### src/rtl/multicycle_ctrl.sv
// Multi-cycle FETCH/DECODE/EXEC/MEM/WB sequencer for the shared MIPS datapath.
// Optional feature: define MCTRL_ILLEGAL_TRAP_EN to trap on unknown opcodes.

`ifndef INSTR_OP_RTYPE
`define INSTR_OP_RTYPE 6'h00
`define INSTR_OP_BEQ   6'h04
`define INSTR_OP_BNE   6'h05
`define INSTR_OP_ADDI  6'h08
`define INSTR_OP_ADDIU 6'h09
`define INSTR_OP_SLTI  6'h0A
`define INSTR_OP_SLTIU 6'h0B
`define INSTR_OP_ANDI  6'h0C
`define INSTR_OP_ORI   6'h0D
`define INSTR_OP_XORI  6'h0E
`define INSTR_OP_LUI   6'h0F
`define INSTR_OP_LW    6'h23
`define INSTR_OP_SW    6'h2B
`endif

`ifndef INSTR_FUNCT_ADD
`define INSTR_FUNCT_ADD  6'h20
`define INSTR_FUNCT_ADDU 6'h21
`define INSTR_FUNCT_SUB  6'h22
`define INSTR_FUNCT_SUBU 6'h23
`define INSTR_FUNCT_AND  6'h24
`define INSTR_FUNCT_OR   6'h25
`define INSTR_FUNCT_XOR  6'h26
`define INSTR_FUNCT_NOR  6'h27
`define INSTR_FUNCT_SLT  6'h2A
`define INSTR_FUNCT_SLTU 6'h2B
`endif

`ifndef ALUOp_ADD
`define ALUOp_ADD  5'd0
`define ALUOp_ADDU 5'd1
`define ALUOp_SUB  5'd2
`define ALUOp_SUBU 5'd3
`define ALUOp_AND  5'd4
`define ALUOp_OR   5'd5
`define ALUOp_XOR  5'd6
`define ALUOp_NOR  5'd7
`define ALUOp_SLT  5'd8
`define ALUOp_SLTU 5'd9
`define ALUOp_LUI  5'd10
`define ALUOp_EQL  5'd11
`define ALUOp_BNE  5'd12
`endif

`ifndef SEL_WB_ALUOUT
`define SEL_WB_ALUOUT 2'd0
`define SEL_WB_DM     2'd1
`define SEL_REGDST_RT 2'd0
`define SEL_REGDST_RD 2'd1
`define EXT_MODE_UNSIGNED 1'b0
`define EXT_MODE_SIGNED   1'b1
`endif

module multicycle_ctrl (
  input  logic       clk,
  input  logic       rst,
  input  logic [5:0] opcode,
  input  logic [5:0] funct,
  input  logic       memReady,
  output logic       ctrlPCWrite,
  output logic       ctrlBranch,
  output logic       ctrlTargetWrite,
  output logic       ctrlIRWrite,
  output logic       ctrlIorD,
  output logic       ctrlMemRead,
  output logic       ctrlMemWrite,
  output logic [1:0] ctrlMemToReg,
  output logic [1:0] ctrlRegDst,
  output logic       ctrlRegWrite,
  output logic       ctrlALUSrcA,
  output logic [1:0] ctrlALUSrcB,
  output logic       ctrlImmExtend,
  output logic [4:0] outALUOp,
  output logic [2:0] state,
  output logic       illegalInstr
);

  typedef enum logic [2:0] {
    S_FETCH  = 3'd0,
    S_DECODE = 3'd1,
    S_EXEC   = 3'd2,
    S_MEM    = 3'd3,
    S_WB     = 3'd4,
    S_TRAP   = 3'd5
  } state_t;

  state_t r_state;
  state_t w_next;

  logic       w_rtype;
  logic       w_imm;
  logic       w_lw;
  logic       w_sw;
  logic       w_br;
  logic       w_known;
  logic [4:0] w_immOp;
  logic       w_immExt;
  logic [4:0] w_rOp;

  always_ff @(posedge clk) begin
    if (rst) r_state <= S_FETCH;
    else     r_state <= w_next;
  end

  assign state = r_state;

  // Opcode class and immediate op/extension pairing
  always_comb begin
    w_rtype  = 1'b0;
    w_imm    = 1'b0;
    w_lw     = 1'b0;
    w_sw     = 1'b0;
    w_br     = 1'b0;
    w_immOp  = `ALUOp_ADDU;
    w_immExt = `EXT_MODE_UNSIGNED;
    case (opcode)
      `INSTR_OP_RTYPE: w_rtype = 1'b1;
      `INSTR_OP_BEQ:   w_br = 1'b1;
      `INSTR_OP_BNE:   w_br = 1'b1;
      `INSTR_OP_LW:    w_lw = 1'b1;
      `INSTR_OP_SW:    w_sw = 1'b1;
      `INSTR_OP_ADDI: begin
        w_imm    = 1'b1;
        w_immOp  = `ALUOp_ADD;
        w_immExt = `EXT_MODE_SIGNED;
      end
      `INSTR_OP_ADDIU: begin
        w_imm   = 1'b1;
        w_immOp = `ALUOp_ADDU;
      end
      `INSTR_OP_ANDI: begin
        w_imm   = 1'b1;
        w_immOp = `ALUOp_AND;
      end
      `INSTR_OP_ORI: begin
        w_imm   = 1'b1;
        w_immOp = `ALUOp_OR;
      end
      `INSTR_OP_XORI: begin
        w_imm   = 1'b1;
        w_immOp = `ALUOp_XOR;
      end
      `INSTR_OP_LUI: begin
        w_imm   = 1'b1;
        w_immOp = `ALUOp_LUI;
      end
      `INSTR_OP_SLTI: begin
        w_imm   = 1'b1;
        w_immOp = `ALUOp_SLT;
      end
      `INSTR_OP_SLTIU: begin
        w_imm    = 1'b1;
        w_immOp  = `ALUOp_SLTU;
        w_immExt = `EXT_MODE_SIGNED;
      end
      default: ;
    endcase
  end

  assign w_known = w_rtype | w_imm | w_lw | w_sw | w_br;

  // Unlisted R-type funct falls back to ADDU
  always_comb begin
    case (funct)
      `INSTR_FUNCT_ADD:  w_rOp = `ALUOp_ADD;
      `INSTR_FUNCT_ADDU: w_rOp = `ALUOp_ADDU;
      `INSTR_FUNCT_SUB:  w_rOp = `ALUOp_SUB;
      `INSTR_FUNCT_SUBU: w_rOp = `ALUOp_SUBU;
      `INSTR_FUNCT_AND:  w_rOp = `ALUOp_AND;
      `INSTR_FUNCT_OR:   w_rOp = `ALUOp_OR;
      `INSTR_FUNCT_XOR:  w_rOp = `ALUOp_XOR;
      `INSTR_FUNCT_NOR:  w_rOp = `ALUOp_NOR;
      `INSTR_FUNCT_SLT:  w_rOp = `ALUOp_SLT;
      `INSTR_FUNCT_SLTU: w_rOp = `ALUOp_SLTU;
      default:           w_rOp = `ALUOp_ADDU;
    endcase
  end

  always_comb begin
    w_next          = r_state;
    ctrlPCWrite     = 1'b0;
    ctrlBranch      = 1'b0;
    ctrlTargetWrite = 1'b0;
    ctrlIRWrite     = 1'b0;
    ctrlIorD        = 1'b0;
    ctrlMemRead     = 1'b0;
    ctrlMemWrite    = 1'b0;
    ctrlMemToReg    = 2'd0;
    ctrlRegDst      = 2'd0;
    ctrlRegWrite    = 1'b0;
    ctrlALUSrcA     = 1'b0;
    ctrlALUSrcB     = 2'd0;
    ctrlImmExtend   = 1'b0;
    outALUOp        = 5'd0;
    case (r_state)
      S_FETCH: begin
        ctrlMemRead = 1'b1;
        ctrlALUSrcB = 2'd1;
        outALUOp    = `ALUOp_ADDU;
        if (memReady) begin
          ctrlIRWrite = 1'b1;
          ctrlPCWrite = 1'b1;
          w_next      = S_DECODE;
        end
      end
      S_DECODE: begin
        ctrlALUSrcB     = 2'd3;
        ctrlImmExtend   = `EXT_MODE_SIGNED;
        outALUOp        = `ALUOp_ADD;
        ctrlTargetWrite = 1'b1;
`ifdef MCTRL_ILLEGAL_TRAP_EN
        w_next = w_known ? S_EXEC : S_TRAP;
`else
        w_next = w_known ? S_EXEC : S_FETCH;
`endif
      end
      S_EXEC: begin
        ctrlALUSrcA = 1'b1;
        unique case (1'b1)
          w_rtype: outALUOp = w_rOp;
          w_imm: begin
            ctrlALUSrcB   = 2'd2;
            outALUOp      = w_immOp;
            ctrlImmExtend = w_immExt;
          end
          w_lw, w_sw: begin
            ctrlALUSrcB   = 2'd2;
            outALUOp      = `ALUOp_ADD;
            ctrlImmExtend = `EXT_MODE_SIGNED;
          end
          w_br: begin
            ctrlBranch = 1'b1;
            outALUOp   = (opcode == `INSTR_OP_BEQ) ?
                         `ALUOp_EQL : `ALUOp_BNE;
          end
          default: ;
        endcase
        if (w_lw | w_sw) w_next = S_MEM;
        else if (w_br)   w_next = S_FETCH;
        else             w_next = S_WB;
      end
      S_MEM: begin
        ctrlIorD     = 1'b1;
        ctrlMemRead  = w_lw;
        ctrlMemWrite = w_sw;
        if (memReady) w_next = w_lw ? S_WB : S_FETCH;
      end
      S_WB: begin
        ctrlRegWrite = 1'b1;
        ctrlRegDst   = w_rtype ? `SEL_REGDST_RD : `SEL_REGDST_RT;
        ctrlMemToReg = w_lw ? `SEL_WB_DM : `SEL_WB_ALUOUT;
        w_next       = S_FETCH;
      end
`ifdef MCTRL_ILLEGAL_TRAP_EN
      S_TRAP:  w_next = S_TRAP;
`else
      S_TRAP:  w_next = S_FETCH;
`endif
      default: w_next = S_FETCH;
    endcase
    // Reset cycle drops every request, including a pending memory access
    if (rst) begin
      ctrlPCWrite     = 1'b0;
      ctrlBranch      = 1'b0;
      ctrlTargetWrite = 1'b0;
      ctrlIRWrite     = 1'b0;
      ctrlIorD        = 1'b0;
      ctrlMemRead     = 1'b0;
      ctrlMemWrite    = 1'b0;
      ctrlMemToReg    = 2'd0;
      ctrlRegDst      = 2'd0;
      ctrlRegWrite    = 1'b0;
      ctrlALUSrcA     = 1'b0;
      ctrlALUSrcB     = 2'd0;
      ctrlImmExtend   = 1'b0;
      outALUOp        = 5'd0;
    end
  end

`ifdef MCTRL_ILLEGAL_TRAP_EN
  assign illegalInstr = !rst && (r_state == S_TRAP);
`else
  assign illegalInstr = 1'b0;
`endif

endmodule
### config.mk
export PLATFORM = sky130hd
export DESIGN_NAME = multicycle_ctrl
export DESIGN_NICKNAME = d
export VERILOG_FILES = /design/src/rtl/multicycle_ctrl.sv
export SDC_FILE = /design/constraint.sdc
export NUM_CORES = 1
export LEC_CHECK = 0
export ABC_AREA = 0
export BUFFER_PORTS_ARGS = -buffer_cell sky130_fd_sc_hd__buf_4
export CORE_ASPECT_RATIO = 1.1
export CORE_MARGIN = 1.5
export CORE_UTILIZATION = 37
export DETAILED_ROUTE_END_ITERATION = 8
export PLACE_DENSITY = 0.74
export REMOVE_ABC_BUFFERS = 1
export SYNTH_ARGS = -nofsm -noshare
export SYNTH_HDL_FRONTEND = slang
export SYNTH_SLANG_ARGS = --single-unit
export TNS_END_PERCENT = 30
### constraint.sdc
create_clock -name clk -period 1.05 [get_ports clk]
set_input_delay 0.0525 -clock clk [delete_from_list [all_inputs] [get_ports clk]]
set_output_delay 0.0525 -clock clk [all_outputs]
set_load 0.1 [all_outputs]
==> impl_metrics.tcl <==
set metrics [dict create \
    outcome "finished with violations" \
    violations "setup timing" \
    grt_usage_pct 29.37 \
    viasPerCell 6.165 \
    drt_iter0_markers 32 \
    crit_type "reg2out" \
    synth_top_family_by_area "simple AND/OR/NAND/NOR gates" \
    yosysTopAreaCellShare_pct 10.00 \
    r2r-start "state[0]" \
    holdPathStages 3 \
    synth_area_leaders "dfxtp_1 10%, o21ai_0 6.7%, buf_4 6.3%, nand3b_1 6.3%, a21oi_1 5.8%" \
    worst_skew_pair.late_latency_ns 0.26 \
    fp.dieW_um 41.42 \
    post-route-drc-count 0 \
    rsz0062_at_grt "true" \
    synth-edff-count 0 \
    place_congestion 0.8254 \
    seqPwrFrac_pct 12.1 \
    boundaryPins 40 \
    p_comb_share_pct 62.6 \
    start_kind "flop" \
    synth_ff_type "dfxtp_1" \
    synthesis.area_um2 600.6 \
    yosys-top-cells-count "9 x nor2_1, 8 x nand2_1, 8 x o21ai_0, 7 x a21oi_1" \
    crit_path_top_delay_cell "dfxtp_2" \
    p_switching_mw 0.5251 \
    grt_max_degree 12 \
    cp_data_arrival_time_ns 1.55 \
    tns_ns -8.075 \
    crit_path_cell_trace "nor3_4 > buf_4 > o2111ai_4 > a21oi_2 > buf_12" \
    async_reset_ff_share_pct 0 \
    powerDensity_nw_per_um2 708.0 \
    final_layout_size_suffix_gt1_share_pct 63.95 \
    synth_cells 90 \
    yosys_warnings 0 \
    grt_use_met2_pct 55.63 \
    yosys.area_share.xor_xnor_pct 0 \
    cts_buffers 3 \
    grt_util_met3_pct 5.600 \
    power.leakage_nw 0.5990 \
    dieArea_um2 1874 \
    yosys.area_share.simple_pct 50.83 \
    yosysSeqAreaShare_pct 10.00 \
    worstPathRequired_ns 1.00 \
    synth_top_cell_by_area "dfxtp_1" \
    vias 1011 \
    port_buffers 35 \
    finalNetCount 163 \
    swShare_pct 52.36 \
    grt_pass1_vias 927 \
    drt_pass1_iterations 4 \
    reg2reg_slack_ns -0.23 \
    syn2layout_area_growth_pct 135.8 \
    hp-class "in2reg" \
    cts_hold_buf 0 \
    setup_violations 23 \
    drtAntennaViolNets 0 \
    cp_slowest_stage_delay_ns 0.33 \
    ir_worst_vdd_v 0.0004044 \
    fin_crit_sh_pct 153.0 \
    period_minus_slack_ns 1.606 \
    cts_num_sinks 3 \
    synth-compound-area-share_pct 25.21 \
    dp_hpwl_um 1593 \
    core-area_um2 1539 \
    synth.area.mux_share_pct 0 \
    drv_cap 0 \
    worstHoldStart "memReady" \
    routed_wl_um 3603 \
    hold_ws_ns 0.1643 \
    die_h_um 45.26 \
    h-tree-depth 1 \
    r2r_cells 4 \
    slew_viol_final 0 \
    yosys_register_bits 3 \
    clk_pin_slew_worst_paths_ns 0.05 \
    rows 15 \
    synth_most_common_cell "nor2_1" \
    avgRoutedWirePerCell_um 21.97 \
    largest_reg_flops 3 \
    ys_types 37 \
    max_freq_mhz 622.6 \
    setup_ws_ns -0.5561 \
    antenna_found_initial 0 \
    finalHoldViolCount 0 \
    skew_ns 0.004442 \
    rr_endpoint "state[2]" \
    clockRootBuffer "clkbuf_4" \
    grt_use_met1_pct 29.67 \
    synth.avg_cell_area_um2 6.673 \
    grt-ovfl-total 0 \
    busiest_layer "met2" \
    initial_core_util_pct 39.02 \
    grt_pass1_wl_um 4105 \
    cts_tree "done" \
    antenna_cells 0 \
    clock_path_buffers 2 \
    power_frac_clock_pct 25.3 \
    yosys.area_share.adder_pct 0 \
    endpoint_kind "primary output" \
    cp_max_fo 3 \
    whs_endpoint "state[0]" \
    p_int_mw 0.4777 \
]
==> layer usage <==
metal  share of wire [%]  wire length, um
met1                  35             1273
met2                  54             1952
met3                 5.6              202
met4                 4.8              174
met5                   0                0
==> power by group through the flow <==
stage | registers [mW] | logic, mW | clock network (mW)
after floorplan | 0.153 | 0.283 | 0
after global placement | 0.122 | 0.482 | 0
after detailed placement | 0.123 | 0.486 | 0
after CTS | 0.120 | 0.553 | 0.242
after global routing | 0.122 | 0.641 | 0.252
final | 0.121 | 0.628 | 0.254
==> cells in the final DEF (no fill, tap or decap), types with 2 or more instances in the layout <==
cell type / instances
nand2_2: 2
conb_1: 4
a21oi_2: 4
nor2_4: 3
o21ai_0: 7
o211ai_1: 2
o21a_1: 2
clkbuf_4: 3
nand3b_1: 5
buf_12: 14
inv_2: 2
buf_4: 35
buf_8: 3
a21oi_1: 3
nand2b_1: 3
inv_1: 2
buf_6: 8
nand2_1: 6
and3_4: 2
nor3_4: 2
nand3_1: 2
nor2_1: 6
nor3_2: 3
dfxtp_2: 2
==> critical path: cells and delay by family (launching register included) <==
family,cells,cell delay (ns)
compound gates,2,0.39
buf+inv,2,0.36
flops,1,0.33
simple gates,1,0.20
==> layout make-up <==
| class | instances | area, um2 |
|---|---|---|
| tap | 17 | 21.27 |
| fill | 59 | 122.6 |
| clock buffer | 4 | 26.28 |
| sequential | 3 | 66.31 |
| inverter | 4 | 15.01 |
| multi-input combinational | 76 | 609.3 |
| timing repair buffer | 60 | 678.2 |
==> worst max path at each step <==
stage                     cells after the start             to  startpoint
final                                         5    outALUOp[1]    state[0]
after global placement                        4  ctrlImmExtend    state[0]
after CTS                                     4  ctrlImmExtend    state[0]
after floorplan                               3    ctrlIRWrite    state[1]
after global routing                          5    outALUOp[1]    state[2]
after detailed placement                      6    outALUOp[2]   opcode[1]
==> through the flow <==
| step | util (%) | power [mW] | cells | setup WS [ns] | area (um2) |
|---|---|---|---|---|---|
| finish | 92.03 | 1.003 | 164 | -0.5561 | 1416 |
| global route | 92.03 | 1.015 | 164 | -0.6020 | 1416 |
| CTS | 85.45 | 0.9149 | 163 | -0.4848 | 1315 |
| detailed placement | 65.20 | 0.6090 | 158 | -0.4213 | 1003 |
| global placement | 65.20 | 0.6045 | 158 | -0.3514 | 1003 |
| floorplan | - | 0.4359 | 83 | -4.105 | 546.8 |
==> repair_timing <==
action	4_1_cts	5_1_grt
gates cloned	0	0
pin swaps	5	4
endpoints found under the setup margin	24	23
resized for setup	70	20
setup buffers	1	1
==> logic make-up after synthesis <==
kind of cell    Yosys count
buf+inv                  14
compound gates           25
flops                     3
other cells               1
simple gates             47
(Power assumes the default switching activity.)
